===== src/rtl/attn_pkg.sv =====
// Shared widths and FSM state type for the attention-score generator.
package attn_pkg;

  typedef enum logic [2:0] {
    IDLE = 3'd0,
    DOT  = 3'd1,
    EXP  = 3'd2,
    NORM = 3'd3,
    DONE = 3'd4
  } attn_sg_state_t;

  function automatic int dot_w(input int dw, input int head_dim);
    return 2 * dw + $clog2(head_dim);
  endfunction

  function automatic int wgt_w(input int frac_w);
    return frac_w + 1;
  endfunction

  function automatic int sum_w(input int frac_w, input int seq_len);
    return frac_w + 1 + $clog2(seq_len);
  endfunction

  // Widths at the default configuration (DW=4, HEAD_DIM=2, FRAC_W=4, SEQ_LEN=3).
  localparam int DOT_W = dot_w(4, 2);
  localparam int WGT_W = wgt_w(4);
  localparam int SUM_W = sum_w(4, 3);

endpackage


===== src/rtl/seq_divider.sv =====
// Restoring unsigned divider, one quotient bit per cycle, MSB first.
// The caller guarantees num / den < 2**QW, so only the low QW numerator bits need stepping.
module seq_divider #(
  parameter int NW = 9,
  parameter int DENW = 7,
  parameter int QW = 5
) (
  input  logic            clk,
  input  logic            rst_n,
  input  logic            load,
  input  logic [NW-1:0]   num,
  input  logic [DENW-1:0] den,
  output logic            busy,
  output logic            done,
  output logic [QW-1:0]   quotient
);

  localparam int CW = (QW > 1) ? $clog2(QW) : 1;

  logic [DENW-1:0] rem;
  logic [DENW-1:0] den_q;
  logic [QW-1:0]   nbits;
  logic [QW-1:0]   quo;
  logic [CW-1:0]   cnt;
  logic [DENW:0]   trial;
  logic            ge;

  always_comb begin
    trial = {rem, nbits[QW-1]};
    ge    = (trial >= {1'b0, den_q});
  end

  // done and quotient are valid during the final step, so the caller can
  // capture the result on the same edge that retires the division.
  assign done     = busy && (cnt == CW'(QW - 1));
  assign quotient = {quo[QW-2:0], ge};

  always_ff @(posedge clk) begin
    if (!rst_n) begin
      rem   <= '0;
      den_q <= '0;
      nbits <= '0;
      quo   <= '0;
      cnt   <= '0;
      busy  <= 1'b0;
    end else if (load) begin
      rem   <= DENW'(num >> QW);
      den_q <= den;
      nbits <= num[QW-1:0];
      quo   <= '0;
      cnt   <= '0;
      busy  <= 1'b1;
    end else if (busy) begin
      rem   <= ge ? DENW'(trial - {1'b0, den_q}) : DENW'(trial);
      nbits <= nbits << 1;
      quo   <= quotient;
      cnt   <= cnt + CW'(1);
      if (cnt == CW'(QW - 1)) busy <= 1'b0;
    end
  end

endmodule


===== src/rtl/attn_score_gen.sv =====
// Attention score generator: q.k_i dot products, base-2 exp with max subtraction,
// then per-element normalization to unsigned Q0.FRAC_W through a shared divider.
module attn_score_gen
  import attn_pkg::*;
#(
  parameter int SEQ_LEN  = 3,
  parameter int HEAD_DIM = 2,
  parameter int DW       = 4,
  parameter int FRAC_W   = 4,
  parameter int TEMP_SH  = 0
) (
  input  logic                     clk,
  input  logic                     rst_n,
  input  logic                     start,
  input  logic signed [DW-1:0]     q     [0:HEAD_DIM-1],
  input  logic signed [DW-1:0]     k_mat [0:SEQ_LEN-1][0:HEAD_DIM-1],
  output logic                     busy,
  output logic                     out_valid,
  output logic        [FRAC_W-1:0] score [0:SEQ_LEN-1],
  output attn_sg_state_t           dbg_state
);

  localparam int DOT_BITS = dot_w(DW, HEAD_DIM);
  localparam int WGT_BITS = wgt_w(FRAC_W);
  localparam int SUM_BITS = sum_w(FRAC_W, SEQ_LEN);
  localparam int NUM_BITS = WGT_BITS + FRAC_W;
  localparam int IW       = (SEQ_LEN > 1) ? $clog2(SEQ_LEN) : 1;
  localparam logic [IW-1:0] LAST = IW'(SEQ_LEN - 1);

  attn_sg_state_t state, state_nxt;

  logic        [IW-1:0]       idx;
  logic signed [DOT_BITS-1:0] raw [0:SEQ_LEN-1];
  logic        [WGT_BITS-1:0] wgt [0:SEQ_LEN-1];
  logic signed [DOT_BITS-1:0] max_q;
  logic        [SUM_BITS-1:0] sum_q;

  logic signed [DOT_BITS-1:0] dot;
  logic signed [2*DW-1:0]     prod;
  logic signed [DOT_BITS:0]   diff;
  logic        [DOT_BITS:0]   d_u;
  logic        [WGT_BITS-1:0] one_w;
  logic        [WGT_BITS-1:0] w_cur;

  logic                div_load, div_busy, div_done;
  logic [FRAC_W:0]     div_quo;
  logic [FRAC_W-1:0]   score_sat;

  // start is a request accepted only in IDLE; out_valid is a one-cycle completion
  // pulse with no back-pressure, and score[] stays stable until the next accepted start.
  assign busy      = (state != IDLE) && (state != DONE);
  assign out_valid = (state == DONE);
  assign dbg_state = state;

  always_comb begin
    dot  = '0;
    prod = '0;
    for (int h = 0; h < HEAD_DIM; h++) begin
      prod = q[h] * k_mat[idx][h];
      dot  = dot + DOT_BITS'(prod);
    end
  end

  // d is non-negative because max_q bounds every raw entry.
  always_comb begin
    diff  = {max_q[DOT_BITS-1], max_q} - {raw[idx][DOT_BITS-1], raw[idx]};
    d_u   = $unsigned(diff >>> TEMP_SH);
    one_w = WGT_BITS'(1) << FRAC_W;
    w_cur = (d_u > (DOT_BITS + 1)'(FRAC_W)) ? '0 : (one_w >> d_u);
  end

  assign score_sat = div_quo[FRAC_W] ? '1 : div_quo[FRAC_W-1:0];

  always_ff @(posedge clk) begin
    if (!rst_n) state <= IDLE;
    else        state <= state_nxt;
  end

  always_comb begin
    state_nxt = state;
    div_load  = 1'b0;
    case (state)
      IDLE: if (start) state_nxt = DOT;
      DOT:  if (idx == LAST) state_nxt = EXP;
      EXP:  if (idx == LAST) state_nxt = NORM;
      NORM: begin
        div_load = !div_busy;
        if (div_done && idx == LAST) state_nxt = DONE;
      end
      DONE: state_nxt = IDLE;
      default: state_nxt = IDLE;
    endcase
  end

  always_ff @(posedge clk) begin
    if (!rst_n) begin
      idx   <= '0;
      max_q <= '0;
      sum_q <= '0;
      for (int i = 0; i < SEQ_LEN; i++) begin
        raw[i]   <= '0;
        wgt[i]   <= '0;
        score[i] <= '0;
      end
    end else begin
      case (state)
        IDLE: begin
          if (start) begin
            idx   <= '0;
            sum_q <= '0;
          end
        end
        DOT: begin
          raw[idx] <= dot;
          if (idx == '0 || dot > max_q) max_q <= dot;
          idx <= (idx == LAST) ? '0 : idx + IW'(1);
        end
        EXP: begin
          wgt[idx] <= w_cur;
          sum_q    <= sum_q + SUM_BITS'(w_cur);
          idx      <= (idx == LAST) ? '0 : idx + IW'(1);
        end
        NORM: begin
          if (div_done) begin
            score[idx] <= score_sat;
            idx        <= (idx == LAST) ? '0 : idx + IW'(1);
          end
        end
        default: ;
      endcase
    end
  end

  seq_divider #(
    .NW  (NUM_BITS),
    .DENW(SUM_BITS),
    .QW  (FRAC_W + 1)
  ) u_div (
    .clk     (clk),
    .rst_n   (rst_n),
    .load    (div_load),
    .num     ({wgt[idx], {FRAC_W{1'b0}}}),
    .den     (sum_q),
    .busy    (div_busy),
    .done    (div_done),
    .quotient(div_quo)
  );

endmodule


===== config.mk =====
export PLATFORM = sky130hd
export DESIGN_NAME = attn_score_gen
export DESIGN_NICKNAME = d
export VERILOG_FILES = /design/src/rtl/attn_pkg.sv /design/src/rtl/seq_divider.sv /design/src/rtl/attn_score_gen.sv
export SDC_FILE = /design/constraint.sdc
export NUM_CORES = 1
export LEC_CHECK = 0
export CORE_AREA = 2 2 122 124
export CTS_BUF_LIST = sky130_fd_sc_hd__clkbuf_8 sky130_fd_sc_hd__clkbuf_16
export DETAILED_ROUTE_END_ITERATION = 7
export DIE_AREA = 0 0 124 126
export GPL_TIMING_DRIVEN = 0
export PLACE_DENSITY = 0.81
export REMOVE_ABC_BUFFERS = 1
export SLEW_MARGIN = 0
export SYNTH_ARGS = -nofsm -noshare
export SYNTH_HDL_FRONTEND = slang
export SYNTH_SLANG_ARGS = --single-unit

===== constraint.sdc =====
create_clock -name clk -period 21.5 [get_ports clk]
set_input_delay 3.225 -clock clk [delete_from_list [all_inputs] [get_ports clk]]
set_output_delay 3.225 -clock clk [all_outputs]
set_load 0.02 [all_outputs]

==> flow_metrics.tcl <==
set metrics [dict create \
    status "complete, no violations" \
    cts_hold_repair.buffers 0 \
    dp_slack_ps 11080 \
    critPathBufInv 6 \
    clkTransAtPathRegs_ps 50 \
    post_drt_via_cell_ratio 5.70 \
    cts_tree "done" \
    rr_endpoint "max_q[5]" \
    cts.sinks 114 \
    ys_types 66 \
    synth_ff_type "dfxtp_1" \
    ctsRootBufferMaster "clkbuf_16" \
    final_cell_mix "inv_1 (102), nor2_1 (96), nand2_1 (74)" \
    die_w_um 124 \
    cap_violations 0 \
    syn_area_per_cell_um2 9.50 \
    setup_viol 0 \
    slowest_stage "o31ai_4" \
    start_util_pct 54.2 \
    r2r_start "idx[1]" \
    p_per_area_nw_per_um2 138 \
    post-route-min-period_ps 10020 \
    ys_seq_area_share_pct 36.6 \
    worst_pin_slew_ps 1320 \
    place_inst 1020 \
    layout_commonest_cell "inv_1" \
    ys_warn_count 0 \
    critPathCaptureType "flip-flop" \
    grt_antenna_before_repair 0 \
    diodes 0 \
    postRouteAntennaNets 0 \
    critPathLaunch "k_mat[23]" \
    worst_ep_arrival_time_ps 10350 \
    syn-instance-count 817 \
    routedWlPerCell_um 15.6 \
    nets 975 \
    postCtsSetupBuffers 0 \
    dr.pass1.iters 5 \
    max_slew_margin_pct 12.2 \
    rsz0062_at_grt "no" \
    ys_seq_elements 114 \
    grt_overflow 0 \
    fillers 1131 \
    cts_made_buffers 17 \
    setup_tns_ps 0 \
    vias 6001 \
    io_pins 52 \
    cp_num_cells 25 \
    reg2regPathDepth 23 \
    leakagePower_nw 3.51 \
    dieArea_um2 15600 \
    cp_max_fo 16 \
    finalClockSkew_ps 10.3 \
    grt_pass1_vias 5946 \
    stdcell_count 1052 \
    async_reset_ff_share_pct 0 \
    die_height_um 126 \
    wl_um 16400 \
    critPathTopFamily "adder cells" \
    drive_gt1_share_pct 7.03 \
    cts_resized 0 \
    hold_violations 0 \
    worst-r2r-setup-slack_ps 13090 \
    max_freq_mhz 99.8 \
    critical_path.max_stage_delay_ps 680 \
    slew_viol_final 0 \
    grt_max_degree 43 \
    crit_end "max_q[5]" \
    clkLatencyLatePin_ps 420 \
    vdd_drop_max_mv 0.0996 \
    cts_buffer_depth 2 \
    rows 44 \
    gp_congestion 0.837 \
    period_share_pct 46.6 \
    hpwl_um 12100 \
    core-area_um2 14300 \
    synth_edf_count 56 \
    critical_path_required_ps 21830 \
    grt_pass1_wl_um 27600 \
    holdWs_ps 468 \
    hold_class "reg -> reg" \
    syn2layout_area_growth_pct 15.7 \
    fin_ws_ps 11480 \
    synth_area_um2 7760 \
    ctsHtreeMaxLevel 4 \
    io_buffers 51 \
    gr-usage-all-layers_pct 22.5 \
    crit_path_start_kind "input pin" \
    drc 0 \
    crit_type "in -> reg" \
    drtIter0Drc 506 \
]
[per-stage QoR]
step	utilization [%]	instance area [um2]	total power, mW
after floorplan	-	7610	0.787
after global placement	58.3	8350	0.912
after detailed placement	58.5	8380	0.943
after CTS	62.7	8980	1.24
after global routing	62.7	8980	1.33
final	62.7	8980	1.24
[where the power goes]
part | internal (mW) | switching, mW | leakage (nW)
sequential | 0.258 | 0.00921 | 1.02
clock | 0.190 | 0.0966 | 0.307
combinational | 0.273 | 0.412 | 2.19
total | 0.722 | 0.518 | 3.51
[worst reg2reg max path: stages (launching register included)]
cell      delay, ps
dfxtp_1         710
nor2b_1        1050
a21oi_1         410
or2_2           400
fa_1            430
inv_1            90
fa_1            440
fa_1            540
inv_1            50
fa_1            520
inv_1            40
ha_1            380
a21o_1          190
a21oi_1         240
o21ai_0         150
xnor2_1         440
inv_1           140
ha_1            340
a21o_1          190
a211oi_1        250
nor3b_1         120
o31ai_4         690
mux2_2          410
nor2_1          100
[how the worst min path moves through the flow]
stage | startpoint | to | slack [ps] | cells past startpoint
CTS | u_div.den_q[6] | u_div.den_q[6] | 470 | 2
detailed placement | u_div.den_q[6] | u_div.den_q[6] | 460 | 2
global route | u_div.den_q[0] | u_div.den_q[0] | 490 | 2
finish | u_div.den_q[4] | u_div.den_q[4] | 470 | 2
floorplan | u_div.den_q[2] | u_div.den_q[2] | 440 | 2
global placement | u_div.den_q[2] | u_div.den_q[2] | 440 | 2
[state kept, by name (all words and copies together), names as in the netlist, named ones only]
signal,cells
dbg_state,3
idx,2
max_q,9
raw,36
score,12
sum_q,7
u_div.busy,1
u_div.cnt,3
u_div.den_q,7
u_div.nbits,1
u_div.quo,4
u_div.rem,7
wgt,20
[cells in the mapped netlist, drive strengths merged (10+ instances only)]
| cell type | n | area (um2) |
|---|---|---|
| nor2b | 10 | 62.6 |
| ha | 51 | 638 |
| dfxtp | 58 | 1160 |
| nor2 | 96 | 360 |
| xnor2 | 15 | 131 |
| nand2 | 74 | 278 |
| a211oi | 19 | 143 |
| edfxtp | 56 | 1680 |
| buf | 11 | 61.3 |
| and2 | 17 | 106 |
| inv | 102 | 383 |
| fa | 34 | 681 |
| nand3 | 12 | 60.1 |
| nand2b | 10 | 62.6 |
| o21ai | 27 | 139 |
| mux4 | 14 | 315 |
| nor3 | 23 | 115 |
| a21oi | 33 | 165 |
| mux2i | 21 | 223 |
| clkbuf | 24 | 90.1 |
[layer usage]
metal	wire length (um)	track usage [%]	vias up
met3	1080	4.35	27
li1	-	-	2907
met4	264	7.67	0
met2	8110	37.9	215
met5	0	0	-
met1	6970	29.0	2852
[layout make-up]
| class | instances | area, um2 | share of cell area (%) |
|---|---|---|---|
| clock buffer | 17 | 425 | 4.74 |
| sequential | 114 | 2840 | 31.7 |
| timing repair buffer | 54 | 541 | 6.02 |
| multi-input combinational | 565 | 4380 | 48.8 |
| tap | 184 | 230 | 2.56 |
| inverter | 103 | 387 | 4.31 |
| clock inverter | 15 | 175 | 1.95 |
[logic make-up after synthesis]
group | Yosys count | synth area share (%)
DFF | 114 | 36.6
AOI/OAI and AO/OA | 137 | 12.3
and+or+nand+nor | 282 | 17.2
buffers and inverters | 138 | 6.93
adders and majority gates | 85 | 17.0
muxes | 39 | 7.51
xor gates and xnor gates | 22 | 2.48
No activity file was read; power rests on OpenSTA's default activity.
==> RTL change (same flow settings) <==
Make the reset (`rst_n`) asynchronous in 3 clocked blocks.
--- a/src/rtl/seq_divider.sv
+++ b/src/rtl/seq_divider.sv
@@ -35,7 +35,7 @@
   assign done     = busy && (cnt == CW'(QW - 1));
   assign quotient = {quo[QW-2:0], ge};
 
-  always_ff @(posedge clk) begin
+  always_ff @(posedge clk or negedge rst_n) begin
     if (!rst_n) begin
       rem   <= '0;
       den_q <= '0;
--- a/src/rtl/attn_score_gen.sv
+++ b/src/rtl/attn_score_gen.sv
@@ -71,7 +71,7 @@
 
   assign score_sat = div_quo[FRAC_W] ? '1 : div_quo[FRAC_W-1:0];
 
-  always_ff @(posedge clk) begin
+  always_ff @(posedge clk or negedge rst_n) begin
     if (!rst_n) state <= IDLE;
     else        state <= state_nxt;
   end
@@ -92,7 +92,7 @@
     endcase
   end
 
-  always_ff @(posedge clk) begin
+  always_ff @(posedge clk or negedge rst_n) begin
     if (!rst_n) begin
       idx   <= '0;
       max_q <= '0;
Formal check against the unedited RTL: differs if rst_n is asserted again (counterexample within 4 cycles, from zero or initial values and one cycle with rst_n low); with rst_n held inactive, the same outputs for 10 cycles.
==> RTL change against the original RTL <==
Area after synthesis decreased by 11%; wire length down 14%; sequential cell count shrank 16; global-route usage shrank 3.4 points; worst setup slack improved by 0.018 ns; design area shrank 12%; critical endpoint is now max_q[5]$_DFFE_PN0P_; highest routed layer unchanged.
Power is left out: the tool's default activity adds up to more than one toggle a clock period on the data nets, which glitch-free logic cannot reach.
==> RTL change: results (changes against the original RTL) <==
| Metric | Value |
|---|---|
| Synth Flop Type | dfrtp_1 |
| Seq/Total Area, Yosys | 0.354 (-0.0119) |
| Post-CTS Resized | 0 (unchanged) |
| Synth top cells by count | dfrtp_1 (98), nand2_1 (93), inv_1 (78) |
| DR iter-0 viols | 297 (-41%) |
| Yosys warnings | 0 (unchanged) |
| # fillers | 1296 (+15%) |
| Vias in the first global route | 5340 (-10%) |
| Max H-tree Level | 3 (-1) |
| DR pass1 iterations | 4 (-1) |
| Largest net degree at the start of global routing | 53 (+23%) |
| Crit-path max FO | 9 (-7) |
| Worst min path class | flip-flop to flip-flop |
| Post-CTS Setup Inserts | 0 (unchanged) |
| Total track usage | 0.192 (-0.0338) |
| Share of cells above drive strength 1 | 0.0635 (-0.00682) |
| Max stage delay on crit path | 0.51 ns (-0.17 ns) |
| Global-route wire length before repair | 24200 µm (-12%) |
| Nets | 902 (-7.5%) |
| Worst Path Arrival | 10.23 ns (-0.12 ns) |
| Yosys cell types | 58 (-12%) |
| Outcome | complete, no violations |
| Clock Skew | 0.00776 ns (-0.00250 ns) |
| TritonCTS buffer count | 9 (-8) |
| Top flop regs | raw (27), wgt (15), score (12) |
| Clock Path Buffers | 2 (unchanged) |
| Final wirelength | 14000 µm (-14%) |
| Tightest Pin Transition | 0.986 ns (-0.330 ns) |
| Ys async rst share | 1.00 (+1.00) |
| Gpl congestion | 0.874 (+4.4%) |
| Via count | 5236 (-13%) |
| Top post-synthesis cells by area | dfrtp_1 (35%), fa_1 (9.8%), ha_1 (8.9%) |
| Final HPWL DP | 10800 µm (-11%) |
| Clk root buf | clkbuf_16 |
| Number of antenna violations at the first check in global routing | 0 (unchanged) |
| Worst skew pair latency | 0.34 ns (-0.08 ns) |
| PortBufs | 51 (unchanged) |
| Crit-path slowest cell | fa_1 |
| Diode count | 0 (unchanged) |
| Clk slew on worst S/H paths | 0.07 ns (+0.02 ns) |
[RTL change: metal layers]
layer  GRT usage  up-vias  wire, µm
met4      0.0601        0       191
met1       0.237     2528      6220
li1            -     2602         -
met5           0        -         0
met3      0.0236       17       398
met2       0.345       89      7230
[RTL change: layout make-up]
type	count	share of cell area
clock buffer	11	0.0319
clock inverter	4	0.00854
inverter	80	0.0380
multi-input combinational	542	0.511
sequential	98	0.310
tap	184	0.0291
timing repair buffer	53	0.0712
[RTL change: kinds of logic (layout without fill, tap and decap cells)]
group,Yosys count,after routing,share of synthesized area
simple gates,226,226,0.151
fa+ha+maj,83,83,0.187
flops,98,98,0.354
buf+inv,105,148,0.0617
xor+xnor,19,19,0.0241
mux,50,50,0.0761
compound gates,164,164,0.146
[RTL change: worst paths after layout]
| path | from | endpoint | slack [ns] | depth (start not counted) |
|---|---|---|---|---|
| min reg2reg | wgt[9]$_DFFE_PN0P_ | wgt[9]$_DFFE_PN0P_ | 0.48 | 2 |
| min | wgt[9]$_DFFE_PN0P_ | wgt[9]$_DFFE_PN0P_ | 0.48 | 2 |
| max | k_mat[7] | max_q[5]$_DFFE_PN0P_ | 11.50 | 26 |
| max in group asynchronous | rst_n | dbg_state[0]$_DFFE_PN0P_ | 17.93 | 2 |
| max reg2reg | idx[0]$_DFFE_PN0P_ | max_q[5]$_DFFE_PN0P_ | 13.37 | 23 |
| min in group asynchronous | rst_n | u_div.rem[5]$_DFFE_PN0P_ | 2.89 | 1 |
[RTL change: through the flow]
| stage | worst slack [ns] | cells | area (µm²) | hold slack (ns) | util |
|---|---|---|---|---|---|
| global placement | 11.18 | 955 | 7530 | 0.460 | 0.526 |
| global route | 10.93 | 972 | 7910 | 0.504 | 0.553 |
| floorplan | 12.35 | 720 | 6790 | 0.443 | - |
| finish | 11.50 | 972 | 7910 | 0.478 | 0.553 |
| detailed placement | 11.15 | 957 | 7590 | 0.466 | 0.530 |
| CTS | 11.50 | 972 | 7910 | 0.481 | 0.553 |
[RTL change: worst max-delay path, delay by kind of cell]
family | cells | cell delay, ns
fa+ha+maj | 6 | 2.62
compound gates | 8 | 1.76
buf+inv | 4 | 0.89
simple gates | 5 | 0.79
mux | 2 | 0.51
xor+xnor | 1 | 0.42
